===== config.mk =====
export PLATFORM = sky130hd
export DESIGN_NAME = ps2_host_tx
export DESIGN_NICKNAME = d
export VERILOG_FILES = /design/src/rtl/ps2_host_tx.sv
export SDC_FILE = /design/constraint.sdc
export NUM_CORES = 1
export LEC_CHECK = 0
export ABC_CLOCK_PERIOD_IN_PS = 3200
export CAP_MARGIN = 20
export CORE_ASPECT_RATIO = 1.1
export CORE_MARGIN = 3
export CORE_UTILIZATION = 40
export CTS_CLUSTER_DIAMETER = 30
export DETAILED_ROUTE_END_ITERATION = 8
export PLACE_DENSITY = 0.62
export SYNTH_ARGS = -nofsm -noshare
export SYNTH_HDL_FRONTEND = slang
export SYNTH_SLANG_ARGS = --single-unit

===== constraint.sdc =====
create_clock -name clk -period 3.2 [get_ports clk]
set_input_delay 0.64 -clock clk [delete_from_list [all_inputs] [get_ports clk]]
set_output_delay 0.64 -clock clk [all_outputs]
set_load 0.05 [all_outputs]

===== src/rtl/ps2_host_tx.sv =====
// ps2_host_tx -- PS/2 host-to-device command transmitter.
//
// Sends one byte to a PS/2 device. The host holds the clock low for
// INHIBIT_CYCLES, drives the start bit, releases the clock and then lets
// the device clock out data, parity and stop. The device's ack bit is
// read on the 11th falling edge.
//
// Parameters:
//   INHIBIT_CYCLES  clk cycles ps2_clk is held low before the start bit
//   TIMEOUT_CYCLES  max clk cycles from clock release to the ack sample
//
// Ports:
//   clk, rst                    system clock, synchronous active-high reset
//   tx_valid, tx_data[7:0]      command byte offer
//   tx_ready                    high only when idle (byte accepted on valid&ready)
//   ps2_clk_in, ps2_data_in     raw bus levels
//   ps2_clk_oe, ps2_data_oe     1 = pull the line low, 0 = release
//   done, err                   single-cycle result pulses
//   busy                        high whenever not idle
//
// Optional feature: define PS2_TX_RETRY_EN to re-send the byte once
// after a NACK or timeout before reporting err.

module ps2_host_tx #(
   parameter int INHIBIT_CYCLES = 5000,
   parameter int TIMEOUT_CYCLES = 750000
) (
   input  logic       clk,
   input  logic       rst,
   input  logic       tx_valid,
   input  logic [7:0] tx_data,
   output logic       tx_ready,
   input  logic       ps2_clk_in,
   input  logic       ps2_data_in,
   output logic       ps2_clk_oe,
   output logic       ps2_data_oe,
   output logic       done,
   output logic       err,
   output logic       busy
);

   localparam int IW = $clog2(INHIBIT_CYCLES + 1);
   localparam int TW = $clog2(TIMEOUT_CYCLES + 1);

   typedef enum logic [1:0] {IDLE, INHIBIT, REQ, SHIFT} state_t;

   state_t        state, state_d;
   logic [2:0]    clk_sync, data_sync;
   logic [IW-1:0] inh_cnt;
   logic [TW-1:0] to_cnt;
   logic [3:0]    bit_cnt;
   logic [9:0]    frame;     // {stop, parity, data} as accepted
   logic [9:0]    shreg;     // working copy, shifted LSB first
   logic          drive;     // registered data_oe during SHIFT

   logic fall, accept, inh_last, active, ack_edge, timeout, ok, fail, retry_now;

   // Sync chain: [0] newest, [2] oldest; falling edge is old 1 -> new 0.
   assign fall     = clk_sync[2] & ~clk_sync[1];
   assign accept   = tx_valid & (state == IDLE);
   assign inh_last = (inh_cnt == IW'(INHIBIT_CYCLES - 1));
   assign active   = (state == REQ) || (state == SHIFT);
   assign ack_edge = (state == SHIFT) && fall && (bit_cnt == 4'd10);
   // An ack edge arriving on the timeout cycle still counts as in time.
   assign timeout  = active && (to_cnt == TW'(TIMEOUT_CYCLES)) && !ack_edge;
   assign ok       = ack_edge & ~data_sync[2];
   assign fail     = (ack_edge & data_sync[2]) | timeout;

`ifdef PS2_TX_RETRY_EN
   logic retried;
   assign retry_now = fail & ~retried;
   always_ff @(posedge clk) begin
      if (rst)            retried <= 1'b0;
      else if (accept)    retried <= 1'b0;
      else if (retry_now) retried <= 1'b1;
   end
`else
   assign retry_now = 1'b0;
`endif

   always_ff @(posedge clk) begin
      if (rst) state <= IDLE;
      else     state <= state_d;
   end

   // Result pulses are issued in the last busy cycle so tx_ready rises
   // on the following cycle; they are masked while reset is applied.
   always_comb begin
      state_d     = state;
      ps2_clk_oe  = 1'b0;
      ps2_data_oe = 1'b0;
      done        = 1'b0;
      err         = 1'b0;
      case (state)
         IDLE: if (accept) state_d = INHIBIT;
         INHIBIT: begin
            ps2_clk_oe  = 1'b1;
            ps2_data_oe = inh_last;
            if (inh_last) state_d = REQ;
         end
         REQ, SHIFT: begin
            ps2_data_oe = (state == REQ) ? 1'b1 : drive;
            if (ok || fail)              state_d = retry_now ? INHIBIT : IDLE;
            else if (state == REQ && fall) state_d = SHIFT;
            done = ok & ~rst;
            err  = fail & ~retry_now & ~rst;
         end
         default: state_d = IDLE;
      endcase
   end

   assign tx_ready = (state == IDLE);
   assign busy     = (state != IDLE);

   always_ff @(posedge clk) begin
      if (rst) begin
         clk_sync  <= '1;
         data_sync <= '1;
         inh_cnt   <= '0;
         to_cnt    <= '0;
         bit_cnt   <= '0;
         frame     <= '0;
         shreg     <= '0;
         drive     <= 1'b0;
      end else begin
         clk_sync  <= {clk_sync[1:0], ps2_clk_in};
         data_sync <= {data_sync[1:0], ps2_data_in};
         inh_cnt   <= (state == INHIBIT && !inh_last) ? inh_cnt + IW'(1) : '0;
         // Zero on the first REQ cycle, so timeout fires TIMEOUT_CYCLES later.
         to_cnt    <= active ? to_cnt + TW'(1) : '0;
         if (accept) frame <= {1'b1, ~^tx_data, tx_data};
         if (state == INHIBIT) begin
            shreg   <= frame;
            bit_cnt <= '0;
         end else if (active && fall && bit_cnt != 4'd10) begin
            // Edges 1..10 put data, parity, stop on the line (inverted: oe=1 pulls low).
            drive   <= ~shreg[0];
            shreg   <= {1'b0, shreg[9:1]};
            bit_cnt <= bit_cnt + 4'd1;
         end
      end
   end

endmodule


==> flow_metrics.tcl, run 1 <==
set metrics [dict create \
    outcome "finished clean" \
    final_util 0.491 \
    comb_power_share 0.061 \
    hold_depth 1 \
    worst_pin_slew_ns 0.501 \
    finClkSkew_ns 0.00853 \
    reg2reg_slack_ns 1.38 \
    clkLatencyLatePin_ns 0.34 \
    timing.rr.start "bit_cnt[0]" \
    p_per_area_nw_per_um2 523 \
    hold_buffers 0 \
    r2r_end "bit_cnt[1]" \
    fill_cells 655 \
    syn_area_per_cell_um2 8.39 \
    layout-drive-gt1-share 0.0894 \
    path_max_fanout 4 \
    fin_tns_setup_ns 0 \
    max-vdd-ir-drop_mv 0.297 \
    synth_compound_area_frac 0.0683 \
    antenna_cells 0 \
    gr-total-overflow 0 \
    first_pass_iters 5 \
    antenna_found_initial 0 \
    ys_warn_count 0 \
    core.rowCount 31 \
    area_growth_pct 17.6 \
    cp-start-kind "register" \
    synth_top_area_frac 0.471 \
    die_y_um 93.8 \
    max_stage_delay_ns 0.55 \
    finalCritPeriodShare 0.863 \
    layout_common_cells "dfxtp_1, nand2_1, nor2_1, xor2_1, xnor2_1" \
    track_usage 0.144 \
    netSwitchingPower_uw 377 \
    io_pins 19 \
    crit_required_ns 2.56 \
    gp_congestion 0.764 \
    port_buffers 18 \
    synth-simple-area-share 0.288 \
    clk_path_buf_depth 2 \
    reg2regPathDepth 6 \
    worstHoldPathType "register to register" \
    nets 371 \
    crit_arrival_ns 2.12 \
    clock-sinks 66 \
    cts_resized 0 \
    drc_errors 0 \
    crit_type "register to primary output" \
    synthMuxAreaShare 0.00536 \
    grt_pass1_wl_mm 9.14 \
    slew_headroom 0.666 \
    root_buffer "clkbuf_8" \
    crit_chain "or4b_1 -> nor3_2 -> nand3_2 -> mux2_4 -> nor2_2 -> buf_12" \
    cap_violations 0 \
    synth_nets 352 \
    ys_ff_latch 66 \
    fin_crit_ns 2.76 \
    p_clk_frac 0.443 \
    cts_setup_buffers 0 \
    synthTopCellsByArea "dfxtp_1, nand2_1, nor2_1" \
    internal_power_mw 1.35 \
    grt_max_degree 35 \
    timing.fmax_mhz 362 \
    whs_endpoint "clk_sync[1]" \
    synth_top_family_by_area "simple AND/OR/NAND/NOR gates" \
    cts_tree "built" \
    core-area_um2 6710 \
    synth_top_area_cell "dfxtp_1" \
    total_power_mw 1.73 \
    critPathCaptureType "primary output" \
    synthXorXnorAreaFrac 0.112 \
    critPathSlowestCell "or4b_1" \
    die_x_um 85.8 \
    vias 2151 \
    start_util 0.418 \
    drtAntennaViolNets 0 \
    synth_adder_area_share 0.0223 \
    cts-htree-levels 3 \
    avgViaCountPerCell 4.89 \
    clk_pin_slew_ns 0.06 \
    drt_iter0_markers 61 \
    drt_wl_total_mm 5.16 \
    netlist-cell-type-count 36 \
    hold_path_startpoint "clk_sync[0]" \
    rsz0062_at_grt "false" \
    wl_per_cell_um 11.7 \
    switching_share 0.219 \
    netlist_area_um2 2800 \
    p_leak_nw 1.16 \
    worst_hold_slack_ns 0.417 \
    slew_violations 0 \
    seqPwrFrac 0.496 \
    cts_buffers 9 \
    setup_viol 0 \
    mostFrequentLayoutCell "dfxtp_1" \
    die-area_um2 8050 \
    synth_cells 334 \
    hpwlAfterDp_mm 3.59 \
    grt_pass1_vias 2101 \
    yosysSeqAreaShare 0.471 \
    final_hold_viol_count 0 \
]
## registers in the layout (all words and copies together), names as in the netlist
signal,flops
to_cnt,20
inh_cnt,13
frame,10
shreg,10
bit_cnt,4
clk_sync,3
data_sync,3
state,2
drive,1
## area by class of cell
type,instances,area [um^2],area share
multi-input combinational,245,1390,0.422
sequential,66,1320,0.401
timing repair buffer,21,225,0.0683
clock buffer,11,141,0.0429
tap,82,103,0.0311
clock inverter,5,77.6,0.0235
inverter,10,37.5,0.0114
## cells by family (layout without fill, tap and decap cells)
| group | count (synthesis) | in the layout |
|---|---|---|
| adders and majority gates | 5 | 5 |
| DFF | 66 | 66 |
| AOI/OAI and AO/OA | 30 | 30 |
| and+or+nand+nor | 173 | 173 |
| buffers and inverters | 23 | 47 |
| xor gates and xnor gates | 36 | 36 |
| muxes | 1 | 1 |
## cell usage after synthesis
library cell  number
xnor2_1           16
a221oi_1           1
nor3_1             8
nand4b_1           1
a21oi_1           15
or2_2              8
and4_1             1
buf_1              1
inv_1             10
and2_1             1
and2b_1            1
o21ai_0            4
nor4_1             1
and4b_1            1
dfxtp_1           66
mux2_4             1
nor2_1            55
nand3_1           14
nand2b_1           4
ha_1               5
nor3_2             1
nand3_2            1
clkbuf_1           9
xor2_1            20
or3_1              4
nand2_1           56
a311oi_1           9
nor4b_1            1
and3_1             2
nand3b_1           1
a2111oi_0          1
buf_2              3
nor2_2             1
or4b_1             1
nand4_1            8
and3b_1            2
## metrics by stage
stage          area, um^2  instances  setup slack (ns)
3_5_place_dp         3080        424             0.404
4_1_cts              3290        440            0.0143
5_1_grt              3300        440             0.262
2_1_floorplan        2800        334             0.492
6_report             3300        440             0.437
3_3_place_gp         3080        424             0.436
## power groups by stage
| stage | logic [mW] | clock network (mW) | registers, mW |
|---|---|---|---|
| after floorplan | 0.0710 | 0 | 0.871 |
| after global placement | 0.104 | 0 | 0.874 |
| after detailed placement | 0.106 | 0 | 0.874 |
| after CTS | 0.106 | 0.790 | 0.856 |
| after global routing | 0.117 | 0.830 | 0.858 |
| final | 0.105 | 0.765 | 0.856 |
## metal layers
layer	part of all wire	global-route usage
met1	0.48	0.173
met2	0.46	0.234
met3	0.036	0.0465
met4	0.017	0.0633
met5	0	0
## critical path: cells and delay by family (launching register included)
| family | cells | cell delay [ns] |
|---|---|---|
| muxes | 1 | 0.29 |
| buffers and inverters | 1 | 0.15 |
| and+or+nand+nor | 4 | 1.00 |
| DFF | 1 | 0.34 |
## worst max path at each step
stage / slack, ns / endpoint / startpoint
4_1_cts: 0.01 / ps2_data_oe / inh_cnt[0]
6_report: 0.44 / err / to_cnt[3]
3_3_place_gp: 0.44 / ps2_data_oe / inh_cnt[0]
2_1_floorplan: 0.49 / done / rst
5_1_grt: 0.26 / ps2_data_oe / inh_cnt[0]
3_5_place_dp: 0.40 / ps2_data_oe / inh_cnt[0]
Note: power is estimated with default switching activity, not from simulation.
==> run 2, diff against run 1 <==
--- a/config.mk
+++ b/config.mk
@@ -13,6 +13,7 @@
 export CTS_CLUSTER_DIAMETER = 30
 export DETAILED_ROUTE_END_ITERATION = 8
 export PLACE_DENSITY = 0.62
+export SKIP_LAST_GASP = 1
 export SYNTH_ARGS = -nofsm -noshare
 export SYNTH_HDL_FRONTEND = slang
 export SYNTH_SLANG_ARGS = --single-unit
==> results of run 2 <==
Final layout, timing and power as in run 1 (identical DEF).
==> RTL change 1, RTL diff (flow settings as in run 2) <==
Change the parameter `INHIBIT_CYCLES` from 5000 to 20000.
--- a/src/rtl/ps2_host_tx.sv
+++ b/src/rtl/ps2_host_tx.sv
@@ -22,7 +22,7 @@
 // after a NACK or timeout before reporting err.
 
 module ps2_host_tx #(
-   parameter int INHIBIT_CYCLES = 5000,
+   parameter int INHIBIT_CYCLES = 20000,
    parameter int TIMEOUT_CYCLES = 750000
 ) (
    input  logic       clk,
Formal check against the unedited RTL: same outputs for any inputs over 10 cycles, from zero or initial values and one cycle with rst high; that may be too few to reach the edited logic, so the function may still have changed.
==> RTL change 1 against run 2 <==
Synthesized area rose by 5.3%. Final area rose by 3.6%. Wire length rose by 4.7%. Count of clock-buffer cells in the layout rose by 1. Clock power rose by 1%. Maximum frequency rose by 1.1%. Setup slack improved by 30 ps. Sequential cell count rose by 2. Power rose by 2.1%. Synthesized cell count rose by 1.8%.
==> RTL change 1: results (changes against run 2) <==
metric	value	unit	change
drive_gt1_share	10.22	%	+1.3 points
synth_fp_nets	358		+1.7%
grt_pass1_wl	9.625	mm	+5.4%
hold_path_startpoint	data_sync[0]$_SDFF_PP1_		
use_met2	23.05	%	-0.33 points
r2r_end	inh_cnt[7]$_SDFF_PP0_		
status	finished, final reports clean		
routed_wl	5.405	mm	+4.7%
drt_iter0_markers	85		+39%
vias	2236		+4.0%
dr_wl_met2	2.368	mm	-1.1%
first_global_vias	2170		+3.3%
dp.cells	431		+1.7%
placed_area	3194	µm²	+3.9%
regToRegSetupSlack	1280	ps	-100 ps
place_congestion	0.7881		+3.1%
reg2reg_depth	5		-1
first_pass_iters	4		-1
use_met3	4.452	%	-0.20 points
dp_hpwl	3.636	mm	+1.2%
layout.nets	375		+1.1%
whs_endpoint	data_sync[1]$_SDFF_PP1_		
synth.area.top_cells	dfxtp_1 46%, nand2_1 6.9%, xor2_1 5.9%		
critical_path.endpoint	ps2_data_oe		
crit_path_max_incr_delay	440	ps	-110 ps
drt-met1-wl	2.746	mm	+10%
ys_seq_area_share	46.12	%	-1.0 points
ys_types	37		+2.8%
wl_met3	192	µm	+2.1%
ir_worst_vdd	278.3	µV	-6.4%
RTL change 1: cell count changes after synthesis, moves of 2 or more:
| cell | delta |
|---|---|
| nor3b_1 | +2 |
| and3_1 | +7 |
| nor3_1 | -2 |
| nand3_1 | -2 |
| and4_1 | +5 |
| inv_1 | -2 |
| dfxtp_1 | +2 |
| nor2_2 | +8 |
| nor2_1 | -14 |
| a21oi_1 | +2 |
| xnor2_1 | +2 |
| nand2_1 | -2 |
RTL change 1: cell families after synthesis:
family / share of synthesized area [%]
buffers and inverters: 3.943
DFF: 46.12
adders and majority gates: 2.120
AOI/OAI and AO/OA: 6.868
xor gates and xnor gates: 11.28
and+or+nand+nor: 29.67
RTL change 1: layout make-up:
class / instances / area, µm² / area share, %
clock buffer: 12 / 145.1 / 4.251
clock inverter: 4 / 72.57 / 2.125
inverter: 8 / 30.03 / 0.8794
multi-input combinational: 249 / 1474 / 43.17
sequential: 68 / 1361 / 39.87
tap: 85 / 106.4 / 3.115
timing repair buffer: 21 / 225.2 / 6.596
RTL change 1: repair_timing:
item,CTS,global route
buffers inserted,0,0
gates resized for setup,0,1
hold endpoints to repair,0,0
hold buffers,0,0
setup endpoints to repair,0,1
RTL change 1: power by group:
part           total, mW  switching (mW)  leakage, nW  internal [mW]
logic              0.105          0.0579        0.555         0.0471
registers          0.881          0.0124        0.553          0.869
clock network      0.776           0.316        0.107          0.460
total               1.76           0.387         1.21           1.38
RTL change 1: metrics by stage:
stage                     setup slack (ps)  hold WS [ps]
after floorplan                      491.6         389.5
after global placement               433.6         391.4
after detailed placement             423.7         396.0
after CTS                            36.50         412.8
after global routing                 226.4         429.8
final                                467.8         408.5
==> RTL change 2, RTL diff (config.mk and constraints of run 2) <==
Made on the original files. Encoding of `state_t`: now one-hot (4 bits for 4 states).
--- a/src/rtl/ps2_host_tx.sv
+++ b/src/rtl/ps2_host_tx.sv
@@ -42,7 +42,7 @@
    localparam int IW = $clog2(INHIBIT_CYCLES + 1);
    localparam int TW = $clog2(TIMEOUT_CYCLES + 1);
 
-   typedef enum logic [1:0] {IDLE, INHIBIT, REQ, SHIFT} state_t;
+   typedef enum logic [3:0] {IDLE = 4'b0001, INHIBIT = 4'b0010, REQ = 4'b0100, SHIFT = 4'b1000} state_t;
 
    state_t        state, state_d;
    logic [2:0]    clk_sync, data_sync;
Behaviour: same outputs for any inputs over 10 cycles, from zero or initial values and one cycle with rst high; not proved beyond that.
==> RTL change 2 against run 2 <==
Non-clock buffer count grew 4. Setup slack lost 150 ps. Largest cell class unchanged. Critical path type unchanged. Count of clock-buffer cells in the layout stayed put. First-iteration DRC count is 9.8% higher. Final area increased by 4.0%. Sequential cell count increased by 2. Wire length up 8.2%. Via count is 4.0% higher. Synthesized area rose by 3.9%. Register-to-register slack worse by 180 ps. Worst hold slack worse by 7.7 ps.
Power is not compared: it rests on default switching activity, and its combinational part moved more than twofold at a synthesized area within 25%.
==> RTL change 2: results (changes against run 2) <==
metric	value	unit	change
dr_wl_met2	2.648	mm	+11%
place_congestion	0.7496		-1.9%
synth_mux_area_share	1.761	%	+1.2 points
use_met1	17.25	%	-0.086 points
status	finished, final reports clean		
first_global_vias	2156		+2.6%
track_usage	14.46	%	+0.059 points
layout.nets	374		+0.81%
synth_fa_ha_area_share	2.148	%	-0.084 points
tightest_slew	698.8	ps	+198.1 ps
critical_path.endpoint	tx_ready		
cpLargestDelayFamily	buffers and inverters		
first_pass_iters	4		-1
drive_gt1_share	9.418	%	+0.48 points
use_met2	23.81	%	+0.43 points
use_met3	3.976	%	-0.67 points
drt_iter0_markers	67		+9.8%
avgSynthCellArea	8.773	µm²	+4.6%
r2r_end	drive$_SDFFE_PP0P_		
reg2reg_depth	7		+1
routed_wl	5.581	mm	+8.2%
design_area	3428	µm²	+4.0%
placed_area	3209	µm²	+4.4%
dp.cells	430		+1.4%
ys_seq_area_share	46.74	%	-0.41 points
crit_path_max_fanout	6		+2
ys_types	40		+11%
RTL change 2: worst min path at each step:
stage | to | cells past startpoint | from
2_1_floorplan | clk_sync[1]$_SDFF_PP1_ | 1 | clk_sync[0]$_SDFF_PP1_
6_report | data_sync[1]$_SDFF_PP1_ | 1 | data_sync[0]$_SDFF_PP1_
3_5_place_dp | data_sync[2]$_SDFF_PP1_ | 1 | data_sync[1]$_SDFF_PP1_
5_1_grt | data_sync[2]$_SDFF_PP1_ | 1 | data_sync[1]$_SDFF_PP1_
3_3_place_gp | clk_sync[1]$_SDFF_PP1_ | 1 | clk_sync[0]$_SDFF_PP1_
4_1_cts | data_sync[2]$_SDFF_PP1_ | 1 | data_sync[1]$_SDFF_PP1_
RTL change 2: layout make-up:
type	instances	area [µm²]
Sequential cell	68	1361
Fill cell	682	3618
Timing Repair Buffer	25	242.7
Tap cell	85	106.4
Clock inverter	5	85.08
Multi-Input combinational cell	244	1471
Inverter	8	30.03
Clock buffer	11	131.4
